File: config.mk
export PLATFORM = sky130hd
export DESIGN_NAME = regfile_sb
export DESIGN_NICKNAME = d
export VERILOG_FILES = /design/src/rtl/regfile_sb_pkg.sv /design/src/rtl/regfile_sb_scoreboard.sv /design/src/rtl/regfile_sb.sv
export SDC_FILE = /design/constraint.sdc
export NUM_CORES = 2
export LEC_CHECK = 0
export ABC_CLOCK_PERIOD_IN_PS = 99300
export BUFFER_PORTS_ARGS = -buffer_cell sky130_fd_sc_hd__clkbuf_2
export CELL_PAD_IN_SITES_DETAIL_PLACEMENT = 0
export CELL_PAD_IN_SITES_GLOBAL_PLACEMENT = 1
export CORE_UTILIZATION = 40
export CTS_CLUSTER_SIZE = 30
export DETAILED_ROUTE_END_ITERATION = 6
export GPL_TIMING_DRIVEN = 0
export HOLD_SLACK_MARGIN = 0.1
export MAX_ROUTING_LAYER = met4
export PLACE_DENSITY_LB_ADDON = 0.1
export SYNTH_ARGS = -nofsm -noshare
export SYNTH_HDL_FRONTEND = slang
export SYNTH_SLANG_ARGS = --single-unit
export TNS_END_PERCENT = 50
File: constraint.sdc
create_clock -name clk -period 99.3 [get_ports clk]
set_clock_uncertainty 0.15 [all_clocks]
set_input_delay 19.86 -clock clk [delete_from_list [all_inputs] [get_ports clk]]
set_output_delay 19.86 -clock clk [all_outputs]
set_load 0.005 [all_outputs]
File: src/rtl/regfile_sb_pkg.sv
// Shared defaults for the scoreboarded register file.
package regfile_sb_pkg;

  localparam int RF_XLEN     = 32;
  localparam int RF_NREG     = 32;
  localparam int RF_NR       = 2;
  localparam int RF_NW       = 1;
  localparam int RF_MAXPEND  = 3;
  localparam int RF_ZERO_REG = 0;

endpackage

File: src/rtl/regfile_sb_scoreboard.sv
// Pending-write scoreboard: one saturating-at-zero counter per architectural register,
// same-cycle retire visibility for issue_ready / rd_busy, and a sticky underflow flag.
module regfile_sb_scoreboard
  import regfile_sb_pkg::*;
#(
  parameter int NREG    = RF_NREG,
  parameter int NR      = RF_NR,
  parameter int NW      = RF_NW,
  parameter int MAXPEND = RF_MAXPEND,
  localparam int AW     = $clog2(NREG),
  localparam int PW     = $clog2(MAXPEND + 1),
  localparam int CW     = PW + 1
) (
  input  logic             clk,
  input  logic             rst,
  input  logic [NR*AW-1:0] rd_addr,
  output logic [NR-1:0]    rd_busy,
  input  logic             issue_valid,
  input  logic [AW-1:0]    issue_rd,
  output logic             issue_ready,
  input  logic [NW-1:0]    wb_retire,
  input  logic [NW*AW-1:0] wb_addr,
  input  logic             flush,
  output logic             err_underflow
);

  localparam logic [AW-1:0] ZERO = AW'(RF_ZERO_REG);

  logic [PW-1:0] pend     [NREG];
  logic [PW-1:0] pend_nxt [NREG];
  logic [CW-1:0] ret      [NREG];
  logic [CW-1:0] remain   [NREG];
  logic          issue_fire;
  logic          uflow;

  // Count retires per register and what is left outstanding after them (never below zero).
  always_comb begin
    for (int r = 0; r < NREG; r++) begin
      ret[r] = '0;
      for (int j = 0; j < NW; j++) begin
        if (wb_retire[j] && wb_addr[j*AW +: AW] == AW'(r)) ret[r] = ret[r] + CW'(1);
      end
      remain[r] = (CW'(pend[r]) > ret[r]) ? CW'(pend[r]) - ret[r] : '0;
    end
  end

  assign issue_ready = rst || (issue_rd == ZERO) || (remain[issue_rd] < CW'(MAXPEND));
  assign issue_fire  = !rst && issue_valid && issue_ready && (issue_rd != ZERO);

  // Next counter values; flush wins over issue and retire, x0 never tracks anything.
  always_comb begin
    uflow = 1'b0;
    for (int r = 0; r < NREG; r++) begin
      logic [CW-1:0] total;
      total = CW'(pend[r]) + ((issue_fire && issue_rd == AW'(r)) ? CW'(1) : CW'(0));
      if (r == 0 || flush) begin
        pend_nxt[r] = '0;
      end else if (ret[r] > total) begin
        pend_nxt[r] = '0;
        uflow       = 1'b1;
      end else begin
        pend_nxt[r] = PW'(total - ret[r]);
      end
    end
  end

  // Counter and sticky error registers.
  always_ff @(posedge clk or posedge rst) begin
    if (rst) begin
      for (int r = 0; r < NREG; r++) pend[r] <= '0;
      err_underflow <= 1'b0;
    end else begin
      for (int r = 0; r < NREG; r++) pend[r] <= pend_nxt[r];
      if (uflow) err_underflow <= 1'b1;
    end
  end

  // Busy lookup per read port; remain[0] is always zero so x0 is never busy.
  always_comb begin
    for (int i = 0; i < NR; i++) begin
      rd_busy[i] = !rst && (remain[rd_addr[i*AW +: AW]] != '0);
    end
  end

endmodule

File: src/rtl/regfile_sb.sv
// Multi-port integer register file with writeback bypass and pending-write scoreboard.
// x0 reads as zero and ignores writes; later write ports win on address collisions.
module regfile_sb
  import regfile_sb_pkg::*;
#(
  parameter int XLEN    = RF_XLEN,
  parameter int NREG    = RF_NREG,
  parameter int NR      = RF_NR,
  parameter int NW      = RF_NW,
  parameter int MAXPEND = RF_MAXPEND,
  localparam int AW     = $clog2(NREG)
) (
  input  logic               clk,
  input  logic               rst,
  input  logic [NR*AW-1:0]   rd_addr,
  output logic [NR*XLEN-1:0] rd_data,
  output logic [NR-1:0]      rd_busy,
  input  logic               issue_valid,
  input  logic [AW-1:0]      issue_rd,
  output logic               issue_ready,
  input  logic [NW-1:0]      wb_we,
  input  logic [NW-1:0]      wb_retire,
  input  logic [NW*AW-1:0]   wb_addr,
  input  logic [NW*XLEN-1:0] wb_data,
  input  logic               flush,
  output logic               err_underflow
);

  localparam logic [AW-1:0] ZERO = AW'(RF_ZERO_REG);

  logic [XLEN-1:0] regs [NREG];

  // Storage; ascending port loop makes the highest port's write the one that lands.
  always_ff @(posedge clk or posedge rst) begin
    if (rst) begin
      for (int r = 0; r < NREG; r++) regs[r] <= '0;
    end else begin
      for (int j = 0; j < NW; j++) begin
        if (wb_we[j] && wb_addr[j*AW +: AW] != ZERO)
          regs[wb_addr[j*AW +: AW]] <= wb_data[j*XLEN +: XLEN];
      end
    end
  end

  for (genvar i = 0; i < NR; i++) begin : g_rd
    logic [AW-1:0]   addr;
    logic [XLEN-1:0] data;

    assign addr = rd_addr[i*AW +: AW];

    // Read mux: storage, overridden by the highest matching write port, forced to 0 for x0/reset.
    always_comb begin
      data = regs[addr];
      for (int j = 0; j < NW; j++) begin
        if (wb_we[j] && wb_addr[j*AW +: AW] == addr) data = wb_data[j*XLEN +: XLEN];
      end
      if (rst || addr == ZERO) data = '0;
    end

    assign rd_data[i*XLEN +: XLEN] = data;
  end

  regfile_sb_scoreboard #(
    .NREG    (NREG),
    .NR      (NR),
    .NW      (NW),
    .MAXPEND (MAXPEND)
  ) u_sb (
    .clk           (clk),
    .rst           (rst),
    .rd_addr       (rd_addr),
    .rd_busy       (rd_busy),
    .issue_valid   (issue_valid),
    .issue_rd      (issue_rd),
    .issue_ready   (issue_ready),
    .wb_retire     (wb_retire),
    .wb_addr       (wb_addr),
    .flush         (flush),
    .err_underflow (err_underflow)
  );

endmodule

==> impl_metrics.py <==
metrics = {
    "clock_network": {
        "cts_resized": 0,
        "cts_num_sinks": 1087,
        "root_buffer": "clkbuf_16",
        "htree_num_levels": 4,
        "cts_buffers": 135,
        "hold_buffers": 0,
        "cts_tree": "done",
        "clk_transition_reported_paths_ns": 0.06,
        "clk_path_buf_depth": 3,
        "clkLatencyLatePin_ns": 0.77,
        "cts_setup_buffers": 0,
    },
    "sta": {
        "fmax_mhz": 22.2,
        "rsz0062_at_grt": "no",
        "fin_crit_sh_pct": 45.4,
        "final-setup-viol-count": 0,
        "final-hold-violation-count": 0,
        "drv_slew": 33,
        "timing.hold.ws_ns": 0.326,
        "slew-limit-headroom_pct": -13.0,
        "worstMarginPinSlew_ns": 1.69,
        "setup_slack_ns": 54.25,
        "layout_min_cycle_time_ns": 45.05,
        "setup-tns-final_ns": 0,
    },
    "global_route": {
        "grt_pass1_wl_mm": 370,
        "grt_usage_pct": 34.4,
        "grt_start_max_net_pins": 122,
        "grt_overflow_total": 0,
        "grt_pass1_vias": 45029,
        "antenna_found_initial": 23,
    },
    "logic_synthesis": {
        "syn_area_sq_mm": 0.0639,
        "ys.warnings.count": 0,
        "synthFlopType": "dfrtp_1",
        "synth-seq-area-share_pct": 42.6,
        "async_flop_share_pct": 100,
        "syn_inst": 4739,
        "synth_seq_cells": 1087,
        "synth_common_cells": "dfrtp_1, mux2_2, mux4_2",
        "avgSynthCellArea_sq_um": 13.5,
        "synthDominantCellAreaShare_pct": 42.6,
        "yosys.area.top_type": "dfrtp_1",
        "synthDistinctLibCells": 75,
        "syn_nets": 5014,
        "synthTopCellsByArea": "dfrtp_1, mux4_2, mux2_2, ha_1, nor2_1",
        "synth_edf_count": 0,
        "yosysMostFrequentCell": "dfrtp_1",
    },
    "critical_path": {
        "path_class": "in2out",
        "crit_path_max_fanout": 10,
        "crit_required_ns": 79.29,
        "reg2reg_depth": 17,
        "critical_path_arrival_ns": 25.04,
        "critPathCaptureType": "output pin",
        "critPathLaunchType": "primary input",
    },
    "final_layout": {
        "finalNonFillerCells": 7192,
        "area_growth_pct": 12.5,
        "nets": 5277,
        "layout-drive-gt1-share_pct": 42.9,
        "fillers": 14682,
    },
    "min_path": {
        "holdPathStages": 1,
        "hp-class": "reg2reg",
    },
    "drt": {
        "wl_per_cell_um": 37.3,
        "antenna_left": 0,
        "route.detailed.drc": 0,
        "first_pass_iters": 5,
        "drtIter0Drc": 4698,
        "vias_per_cell": 6.27,
        "vias": 45067,
        "routed_wl_mm": 268,
    },
    "placement": {
        "dpl.hpwl_mm": 202,
        "dp.cells": 6936,
        "gp_congestion": 0.995,
        "io_buffer_count": 110,
        "pre_cts_ws_ns": 54.50,
    },
    "power_and_ir_drop": {
        "p_total_mw": 1.39,
        "leakage_nw": 31.1,
        "powerDensity_mw_per_mm2": 19.3,
        "irDropWorstVdd_mv": 0.0198,
    },
    "floorplanning": {
        "coreArea_sq_mm": 0.159,
        "die_width_um": 402,
        "die_y_um": 402,
        "start_util_pct": 40.3,
        "row_count": 146,
        "die_area_sq_mm": 0.161,
        "pin_count": 126,
    },
    "outcome": {
        "status": "finished with violations",
        "violations": "capacitance limit, slew limit",
    },
    "run": {
        "cap_viol_max_count": 8,
    },
}
where the power goes:
part / leakage [nW] / internal [mW] / total [mW] / switching, mW
combinational: 14.9 / 0.159 / 0.305 / 0.145
sequential: 14.0 / 0.523 / 0.580 / 0.0576
clock: 2.19 / 0.296 / 0.503 / 0.207
kinds of logic after synthesis:
| kind of cell | Yosys count | synth area share [%] |
|---|---|---|
| adder cells (fa/ha/maj) | 217 | 4.25 |
| XOR/XNOR | 39 | 0.535 |
| AND/OR/NAND/NOR | 804 | 6.02 |
| AO/OA/AOI/OAI | 334 | 3.59 |
| multiplexers | 1638 | 38.4 |
| buffers and inverters | 620 | 4.58 |
| flip-flops | 1087 | 42.6 |
layout by cell type (no fill, tap or decap), types with 43 or more instances in the layout:
cell type,count
a21oi_1,53
buf_2,156
clkbuf_1,221
clkbuf_16,140
clkbuf_2,114
dfrtp_1,1087
ha_1,217
inv_1,161
mux2_2,1038
mux2i_1,51
mux4_2,549
nand2_1,189
nand3_1,47
nor2_1,274
nor2b_1,65
nor3_1,84
o22ai_1,43
state kept, by name, indices dropped and copies added (netlist names):
signal / flops
u_sb.pend: 62
regs: 1024
u_sb.err_underflow: 1
worst max-delay path, cell delays in order:
cell	delay, ns
buf_2	0.28
buf_2	0.60
clkbuf_1	1.11
clkbuf_1	1.01
nor2_1	0.11
nor2_1	0.48
o22ai_1	0.17
o31ai_1	1.08
clkbuf_2	0.28
routing by layer:
layer	track usage, %	part of all wire, %	vias up
li1	-	-	18249
met1	44.7	42	24354
met2	51.0	45	1954
met3	7.38	7.5	510
met4	16.9	5.7	0
met5	-	0	-
final cells by class:
class | count | area, sq um | area share, %
Buffer | 453 | 2300 | 3.21
Tap cell | 2072 | 2590 | 3.61
Sequential cell | 1087 | 27200 | 37.8
Multi-Input combinational cell | 3032 | 33800 | 47.0
Timing Repair Buffer | 126 | 916 | 1.27
Clock buffer | 197 | 3990 | 5.55
Antenna cell | 22 | 55.1 | 0.0766
Clock inverter | 36 | 430 | 0.599
Inverter | 167 | 637 | 0.886
final timing paths:
check	from	end	slack, ns
setup / recovery	rd_addr[2]	rd_data[4]	54.25
setup reg to reg	u_sb.pend[6]$_DFF_PP0_	u_sb.err_underflow$_DFFE_PP0P_	94.01
hold reg to reg	regs[997]$_DFFE_PP0P_	regs[997]$_DFFE_PP0P_	0.33
min in group asynchronous	rst	u_sb.pend[25]$_DFF_PP0_	19.34
hold / removal	regs[997]$_DFFE_PP0P_	regs[997]$_DFFE_PP0P_	0.33
max in group asynchronous	rst	regs[567]$_DFFE_PP0P_	77.64
stage by stage:
stage | area [sq um] | utilization (%)
after floorplan | 63900 | -
after global placement | 67000 | 42.3
after detailed placement | 67400 | 42.5
after CTS | 71800 | 45.3
after global routing | 71900 | 45.3
final | 71900 | 45.3
Note: power is estimated with default switching activity, not from simulation.
